==> config.mk <==
export PLATFORM = sky130hd
export DESIGN_NAME = fdivsqrt_otf_fgen_r4
export DESIGN_NICKNAME = d
export VERILOG_FILES = /design/src/rtl/fdivsqrt_otf_fgen_r4.sv
export SDC_FILE = /design/constraint.sdc
export NUM_CORES = 1
export LEC_CHECK = 0
export ABC_AREA = 1
export CORE_MARGIN = 4
export CORE_UTILIZATION = 39
export CTS_BUF_LIST = sky130_fd_sc_hd__clkbuf_4
export DETAILED_ROUTE_END_ITERATION = 12
export GPL_TIMING_DRIVEN = 0
export SLEW_MARGIN = 30
export SYNTH_ARGS = -nofsm -noshare
export SYNTH_HDL_FRONTEND = slang
export SYNTH_SLANG_ARGS = --single-unit
==> constraint.sdc <==
create_clock -name clk -period 1.6 [get_ports clk]
set_input_delay 0.32 -clock clk [delete_from_list [all_inputs] [get_ports clk]]
set_output_delay 0.32 -clock clk [all_outputs]
set_load 0.02 [all_outputs]
==> src/rtl/fdivsqrt_otf_fgen_r4.sv <==
// fdivsqrt_otf_fgen_r4: radix-4 on-the-fly root/quotient conversion and residual addend generator
module fdivsqrt_otf_fgen_r4 #(
  parameter int W = 28,
  parameter int ITER = 13
) (
  input  logic                        clk,
  input  logic                        reset,
  input  logic                        start,
  input  logic                        sqrt_mode,
  input  logic [W-1:0]                d_in,
  input  logic                        stall,
  input  logic [3:0]                  udigit,
  output logic                        busy,
  output logic                        done,
  output logic [W-1:0]                U,
  output logic [W-1:0]                UM,
  output logic [W-1:0]                F,
  output logic                        f_cin,
  output logic [$clog2(ITER+1)-1:0]   iter_cnt
);
  localparam int CW = $clog2(ITER+1);
  typedef enum logic [1:0] {S_IDLE, S_RUN, S_DONE} state_t;
  state_t state;
  logic [W-1:0] c, d, k1, k2, fs, fd;
  logic mode, p2, p1, m1, m2, step;
  assign p2 = udigit[3];
  assign p1 = ~udigit[3] & udigit[2];
  assign m1 = udigit[3:1] == 3'b001;
  assign m2 = udigit == 4'b0001;
  assign k1 = c & ~(c << 1);
  assign k2 = k1 << 1;
  assign busy = state == S_RUN;
  assign done = state == S_DONE;
  assign step = busy & ~stall;
  assign fs = p2 ? (~U << 2) & (c << 2) :
              p1 ? ~(U << 1) & c :
              m1 ? (UM << 1) | (c & ~(c << 3)) :
              m2 ? (UM << 2) | ((c << 2) & ~(c << 4)) : '0;
  assign fd = p2 ? ~(d << 1) : p1 ? ~d : m1 ? d : m2 ? d << 1 : '0;
  assign F = busy ? (mode ? fs : fd) : '0;
  assign f_cin = busy & ~mode & (p2 | p1);
  always_ff @(posedge clk) begin
    if (reset) begin
      state <= S_IDLE;
      U <= '0;
      UM <= '0;
      c <= '0;
      d <= '0;
      mode <= 1'b0;
      iter_cnt <= '0;
    end else if (state == S_IDLE && start) begin
      U <= '0;
      UM <= '0;
      c <= {2'b11, {(W-2){1'b0}}};
      d <= d_in;
      mode <= sqrt_mode;
      iter_cnt <= '0;
      state <= S_RUN;
    end else if (step) begin
      U <= p2 ? U | k2 : p1 ? U | k1 : m1 ? UM | k2 | k1 : m2 ? UM | k2 : U;
      UM <= p2 ? U | k1 : p1 ? U : m1 ? UM | k2 : m2 ? UM | k1 : UM | k2 | k1;
      c <= {2'b11, c[W-1:2]};
      iter_cnt <= iter_cnt + CW'(1);
      if (iter_cnt == CW'(ITER-1)) state <= S_DONE;
    end else if (done) begin
      state <= S_IDLE;
    end
  end
endmodule

# == Word level (Yosys, flattened, before mapping) ==
# Cells that the tools add are included.
# W data, S select, Z words.
# word_totals
regBits,119
in_bits,37
word_cells,78
out_inout_bits,91
# classes
bitwise_logic,27
n_reduce_logical,10
addsub,1
muxes,24
eq_ne,7
# op_table
op,count
$mux W28,20
$or A28 B28 Y28,7
$not A28 Y28,6
$and A28 B28 Y28,5
$not A26 Y26,1
$mux W2,3
$reduce_and A2 Y1,3
$add A4 B1 Y4 const B,1
$and A1 B1 Y1,4
$eq A4 B1 Y1 const B,1
$eq A4 B4 Y1 const B,1
$reduce_bool A2 Y1,2
$reduce_bool A4 Y1,1
$eq A3 B1 Y1 const B,1
$ne A3 B1 Y1 const B,1
$not A1 Y1,3
$reduce_bool A3 Y1,1
$eq A2 B1 Y1 const B,1
$eq A2 B2 Y1 const B,1
$logic_not A2 Y1,1
$ne A2 B1 Y1 const B,1
$reduce_or A2 Y1,1
$logic_and A1 B1 Y1,1
$mux W1,1
$or A1 B1 Y1,1

# == Longest topological paths before layout ==
# Gate-level depths: netlist of run 1.
# depth
depth_word,9
mapped_depth,11
ltp_nobuf,9

# == Worst setup path before layout of run 1 ==
# No wires, ideal clock.
# synth_path
path_type,in2out
startpoint,input port udigit[3]
endpoint,output port F[0]
setup_slack_ns,-0.179
t_arrival_ns,1.459
required_ns,1.280
n_path_buf,3
stages,6
cell_sequence,buf_6 > inv_4 > buf_6 > clkbuf_1 > nand4_1 > o21ai_0
# synth_via
elab_chain_cells,7
word_cells_on_any_way,13
classes_between,eq/ne (2); mux (9); bitwise (2)
# synth_rtl
element,line,text
from (decl),12,"input logic [3:0] udigit,"
$eq A4 B1 Y1,29,assign m2 = udigit == 4'b0001;
$mux W28,38,m2 ? (UM << 2) | ((c << 2) & ~(c << 4)) : '0;
$mux W28,37,m1 ? (UM << 1) | (c & ~(c << 3)) :
$mux W28,36,p1 ? ~(U << 1) & c :
$mux W28,35,assign fs = p2 ? (~U << 2) & (c << 2) :
$mux W28 * (2 in series),40,assign F = busy ? (mode ? fs : fd) : '0;
to (decl),17,"output logic [W-1:0] F,"
# Mark *: on every way between the ends. The rest lies on a longest branch, timed or not.

# == Worst setup path after layout of run 1 ==
# layout_path
startpoint,register state[0]
endpoint,output port F[25]
# layout_via
elab_chain_cells,2
# layout_rtl
element,line,text
from (decl),23,state_t state;
from (signal assigned),44,state <= S_IDLE;
from (signal assigned),58,state <= S_RUN;
from (signal assigned),64,if (iter_cnt == CW'(ITER-1)) state <= S_DONE;
$eq A2 B1 Y1,32,assign busy = state == S_RUN;
$mux W28,40,
# Every way passes these cells.

==> impl_metrics.py, run 1 <==
metrics = {
    "timing": {
        "timing_hold_violations_final": 0,
        "setup_violations": 31,
        "period_share_pct": 142,
        "whs_ps": 316,
        "final.setup_skew_ps": 13.4,
        "fmax_mhz": 442,
        "fin_crit_ps": 2260,
        "drv_slew": 0,
        "maxSlewHeadroom_pct": 45.7,
        "setup_ws_ps": -664,
        "worst_pin_slew_ps": 815,
        "tns_ps": -16870,
        "rsz0062_at_grt": "yes",
    },
    "setup_path": {
        "path_delay_family": "simple AND/OR/NAND/NOR gates",
        "cp_slowest_stage_delay_ps": 400,
        "timing.rr.start": "state[0]",
        "worst_setup_path_start_kind": "register",
        "worstReg2RegEnd": "d[18]",
        "cp-end-kind": "output pin",
        "worstPathCellList": "inv_4 > nor2_4 > buf_6 > nand2_8 > buf_12 > clkinv_4 > nand4_1 > nand2_1 > buf_6",
        "cp.arrival_ps": 1940,
        "worstPathRequired_ps": 1280,
        "crit_fanout": 5,
        "r2r_slack_ps": 20,
        "r2r_cells": 7,
        "crit_top_cell": "buf_6",
        "crit_slowest_cell": "dfxtp_4",
        "crit_type": "register to output pin",
        "worst-path-buf-inv": 5,
    },
    "power_and_ir_drop": {
        "ir_worst_vdd_mv": 0.529,
        "powerDensity_mw_per_mm2": 647,
        "p_leak_nw": 4.31,
        "power_mw": 6.72,
    },
    "job": {
        "max-cap-violations": 0,
    },
    "yosys": {
        "synth.cell_area_sq_mm": 0.00731,
        "synth_top_area_share_pct": 28.8,
        "synth.avg_cell_area_sq_um": 6.05,
        "syn_nets": 1247,
        "yosysWarnings": 0,
        "yosysTopAreaCell": "dfxtp_1",
        "syn_inst": 1208,
        "yosys.area_share.simple_pct": 35.2,
        "synth_top_family_by_area": "simple AND/OR/NAND/NOR gates",
        "synth-seq-cells": 105,
        "muxShareOfSynthArea_pct": 0,
        "synth-xor-area-share_pct": 0.120,
        "seq_area_frac_synth_pct": 28.8,
        "synth.distinct_cells": 33,
        "synthTopCellsByArea": "dfxtp_1, nand2_1, a21oi_1, o21ai_0, nor2_1",
        "synthAdderAreaFrac_pct": 0.342,
        "synth_compound_area_share_pct": 23.7,
    },
    "outcome": {
        "violations": "negative setup slack",
        "status": "complete, but fails checks",
    },
    "place": {
        "place_area_sq_mm": 0.00897,
        "dp.cells": 1561,
        "place_congestion": 0.967,
        "hpwl_mm": 25.0,
        "io_buffers": 124,
        "place_ws_ps": -1410,
    },
    "finish": {
        "final_cell_count_no_fill": 1633,
        "area_growth_pct": 42.2,
        "utilization_pct": 57.1,
        "final_cell_area_sq_mm": 0.0104,
        "final_cell_mix": "nand2_1, a21oi_1, nor2_1",
        "drive_above_1_share_pct": 28.7,
        "finalNetCount": 1438,
        "nFillCells": 1867,
        "layout_commonest_cell": "nand2_1",
    },
    "drt": {
        "firstDrtPassIters": 5,
        "drt-total-wl_mm": 35.4,
        "vias": 9370,
        "drt-wirelength-per-cell_microns": 21.7,
        "ant_nets": 0,
        "first_iter_violations": 960,
        "drc": 0,
        "viasPerCell": 5.74,
    },
    "die": {
        "initial_core_util_pct": 40.1,
        "die_area_sq_mm": 0.0210,
        "fp.dieW_microns": 145,
        "ios": 128,
        "die_h_microns": 145,
        "num_rows": 49,
        "core_sq_mm": 0.0182,
    },
    "hold_path": {
        "holdPathStages": 5,
        "hp-start": "udigit[2]",
        "hp-class": "primary input to register",
    },
    "global_route": {
        "overflow": 0,
        "grt_pass1_vias": 8446,
        "grt_usage_pct": 31.2,
        "antenna_found_initial": 1,
        "grt.busiest_layer": "met2",
        "met3_usage_pct": 4.74,
        "use_met1_pct": 43.5,
        "grt_max_degree": 17,
        "grt_pass1_wl_mm": 51.2,
        "grtUsageMet2_pct": 48.3,
    },
    "clock_network": {
        "cts_root_buf": "clkbuf_4",
        "cts_max_path_buffers": 2,
        "clkLatencyLatePin_ps": 510,
        "cts_tree": "done",
        "clkSinkCount": 105,
        "cts_buffers": 9,
        "clk_pin_slew_ps": 170,
        "htreeDepth": 3,
    },
}
==> routing by layer <==
metal  routed length (microns)  vias up
li1                          -     4347
met1                     15000     4387
met2                     15700      532
met3                      2930      104
met4                      1680        0
met5                         0        -
==> cell families after synthesis <==
group / after synthesis
AO/OA/AOI/OAI: 324
XOR/XNOR: 1
adder cells (fa/ha/maj): 2
buffers and inverters: 193
flip-flops: 105
AND/OR/NAND/NOR: 583
==> cell type report <==
| type | instances | area (sq um) | share of cell area, % |
|---|---|---|---|
| Inverter | 110 | 457 | 4.39 |
| Clock inverter | 5 | 56.3 | 0.542 |
| Buffer | 79 | 649 | 6.25 |
| Tap cell | 229 | 287 | 2.76 |
| Timing Repair Buffer | 184 | 1790 | 17.2 |
| Clock buffer | 10 | 75.1 | 0.722 |
| Multi-Input combinational cell | 910 | 4930 | 47.4 |
| Antenna cell | 1 | 2.50 | 0.0241 |
| Sequential cell | 105 | 2150 | 20.7 |
==> tightest hold or removal path, delay by kind of cell <==
kind / cells / cell delay [ps]
buffers and inverters: 1 / 130
and+or+nand+nor: 3 / 300
AOI/OAI and AO/OA: 1 / 50
==> synth_stat cells <==
cell,count
nand2_1,349
nor2_8,2
nand3_1,66
buf_6,9
clkinv_1,1
dfxtp_1,105
o31ai_1,1
nor2_4,4
buf_1,4
nand4_1,4
nor2_2,1
buf_2,33
o21ai_1,1
xnor2_1,1
inv_2,8
o21ai_0,121
nor3_1,1
inv_1,100
nand3_2,1
nand2_2,6
and2_1,8
ha_1,2
inv_4,1
buf_4,10
o211ai_1,40
a21oi_1,158
clkbuf_1,27
nor3_2,19
nor2_1,116
nand3_4,3
o22ai_1,1
a22oi_1,2
nand2_4,3
==> how the worst max path moves through the flow <==
stage | slack, ps | cells past startpoint | start | endpoint
5_1_grt | -690 | 8 | state[0] | F[0]
2_1_floorplan | -30 | 6 | udigit[3] | F[0]
6_report | -660 | 9 | state[0] | F[25]
4_1_cts | -650 | 9 | state[0] | F[5]
3_5_place_dp | -1410 | 9 | udigit[0] | F[5]
3_3_place_gp | -1410 | 9 | udigit[0] | F[5]
==> power breakdown <==
| part | leakage [nW] | total [mW] | internal, mW | switching [mW] |
|---|---|---|---|---|
| Clock | 0.0743 | 1.52 | 0.488 | 1.03 |
| Combinational | 3.37 | 2.33 | 0.896 | 1.43 |
| Sequential | 0.870 | 2.87 | 2.73 | 0.143 |
| Total | 4.31 | 6.72 | 4.11 | 2.61 |
==> timing repair <==
item                       CTS  global route
buffers inserted            29            24
pin swaps                   77            57
cloned                       4             3
hold buffers                 0             0
resized for setup          438           171
setup endpoints to repair  135           116
Power figures use the tool's default switching activity.
==> inputs of run 2 (changes only) <==
Settings changed: GPL_TIMING_DRIVEN 0 to 1.
==> impl_metrics.py, run 2 (synthesis gave the netlist of run 1 again) <==
metrics = {
    "global_route": {
        "grt_pass1_vias": 9150,
        "antenna_found_initial": 1,
        "grt_pass1_wl_mm": 50.2,
        "grt_max_degree": 37,
        "overflow": 0,
        "grt_usage_pct": 29.7,
    },
    "setup_path": {
        "cp-end-kind": "output pin",
        "crit_type": "register to output pin",
        "worst_setup_path_start_kind": "register",
        "r2r_cells": 9,
        "cp_slowest_stage_delay_ps": 360,
        "crit_slowest_cell": "dfxtp_2",
        "cp.arrival_ps": 1870,
        "worstPathRequired_ps": 1280,
        "r2r_slack_ps": -70,
        "timing.rr.start": "state[1]",
        "worstPathCellList": "inv_2 > nor2_4 > nand2_4 > buf_12 > inv_1 > nand4_1 > nand2_1 > buf_6",
        "crit_fanout": 13,
    },
    "clock_network": {
        "cts_root_buf": "clkbuf_4",
        "clkSinkCount": 105,
        "cts_buffers": 9,
        "cts_max_path_buffers": 2,
        "htreeDepth": 3,
        "clk_pin_slew_ps": 160,
        "cts_tree": "done",
        "clkLatencyLatePin_ps": 510,
    },
    "timing": {
        "fin_crit_ps": 2190,
        "fmax_mhz": 456,
        "maxSlewHeadroom_pct": 71.1,
        "period_share_pct": 137,
        "setup_violations": 60,
        "drv_slew": 0,
        "timing_hold_violations_final": 0,
        "final.setup_skew_ps": 19.9,
        "worst_pin_slew_ps": 434,
        "rsz0062_at_grt": "yes",
        "setup_ws_ps": -593,
    },
    "hold_path": {
        "hold_end": "state[0]",
        "hp-class": "primary input to register",
        "hp-start": "reset",
        "holdPathStages": 2,
    },
    "drt": {
        "drt-wirelength-per-cell_microns": 19.0,
        "viasPerCell": 5.48,
        "firstDrtPassIters": 6,
        "drc": 0,
        "first_iter_violations": 857,
        "ant_nets": 0,
        "drt-total-wl_mm": 34.0,
        "vias": 9810,
    },
    "die": {
        "ios": 128,
        "die_h_microns": 145,
        "core_sq_mm": 0.0182,
        "die_area_sq_mm": 0.0210,
        "fp.dieW_microns": 145,
        "initial_core_util_pct": 40.1,
        "num_rows": 49,
    },
    "power_and_ir_drop": {
        "ir_worst_vdd_mv": 0.441,
        "p_leak_nw": 5.38,
        "powerDensity_mw_per_mm2": 590,
    },
    "finish": {
        "area_growth_pct": 65.2,
        "nFillCells": 1665,
        "finalNetCount": 1593,
        "final_cell_mix": "nand2_1, buf_4, a21oi_1",
        "utilization_pct": 66.3,
        "final_cell_area_sq_mm": 0.0121,
        "layout_commonest_cell": "nand2_1",
        "drive_above_1_share_pct": 43.6,
    },
    "place": {
        "io_buffers": 127,
        "hpwl_mm": 23.8,
        "place_ws_ps": -1120,
        "place_congestion": 1.04,
        "place_area_sq_mm": 0.0107,
    },
    "outcome": {
        "violations": "negative setup slack",
        "status": "complete, but fails checks",
    },
    "job": {
        "max-cap-violations": 0,
    },
}
[run 2: cell types whose count changed in the layout (fill, tap and decap cells not counted), moves of 15 or more]
cell and change:
a21oi_1 -22, o21ai_0 -16, buf_4 +190, dfxtp_2 +42, clkbuf_2 -21, dfxtp_1 -41
a21oi_2 +18, buf_12 +16, clkbuf_1 -15, o21ai_2 +15, buf_2 +31
[run 2: worst max path at each step]
stage / start / to / depth (start not counted)
after floorplan: udigit[3] / F[0] / 6
after global placement: udigit[0] / F[5] / 9
after detailed placement: udigit[1] / F[2] / 10
after CTS: state[0] / F[7] / 8
after global routing: state[0] / F[9] / 8
final: state[0] / F[5] / 8
[run 2: repair_timing]
| action | CTS | global route |
|---|---|---|
| gates cloned | 4 | 9 |
| pin swaps | 36 | 61 |
| hold buffers | 0 | 0 |
| resized for setup | 456 | 288 |
| endpoints found under the setup margin | 147 | 134 |
| setup buffers | 12 | 12 |
[run 2: worst max-delay path, delay by kind of cell (launching register included)]
kind / cells / cell delay, ps
DFF: 1 / 360
buffers and inverters: 4 / 440
and+or+nand+nor: 4 / 570
[run 2: power by group]
group          switching [mW]  leakage [nW]  internal [mW]
clock network           0.990        0.0878          0.644
logic                    1.47          4.40           1.17
registers               0.116         0.889           2.73
total                    2.58          5.38           4.55
[run 2: area by class of cell]
type / count / area, sq um / area share, %
Sequential cell: 105 / 2200 / 18.2
Clock inverter: 6 / 82.6 / 0.684
Timing Repair Buffer: 417 / 3800 / 31.4
Clock buffer: 10 / 75.1 / 0.622
Tap cell: 229 / 287 / 2.37
Inverter: 110 / 478 / 3.96
Antenna cell: 1 / 2.50 / 0.0207
Multi-Input combinational cell: 911 / 5150 / 42.7
[run 2: metal layers]
metal	up-vias	wire length, microns	GRT usage (%)
met4	0	1880	14.4
met1	4585	13600	37.2
met2	446	15900	49.5
li1	4653	-	-
met3	126	2560	5.24
met5	-	0	0
[run 2: metrics by stage]
stage          instances  hold WS [ps]  setup TNS (ps)  total power [mW]
3_5_place_dp        1738           490          -67360              5.11
4_1_cts             1769           340          -16050              6.86
5_1_grt             1789           321          -21740              7.46
3_3_place_gp        1738           483          -66420              5.10
2_1_floorplan       1208           382            -180              4.00
6_report            1789           372          -15910              7.13
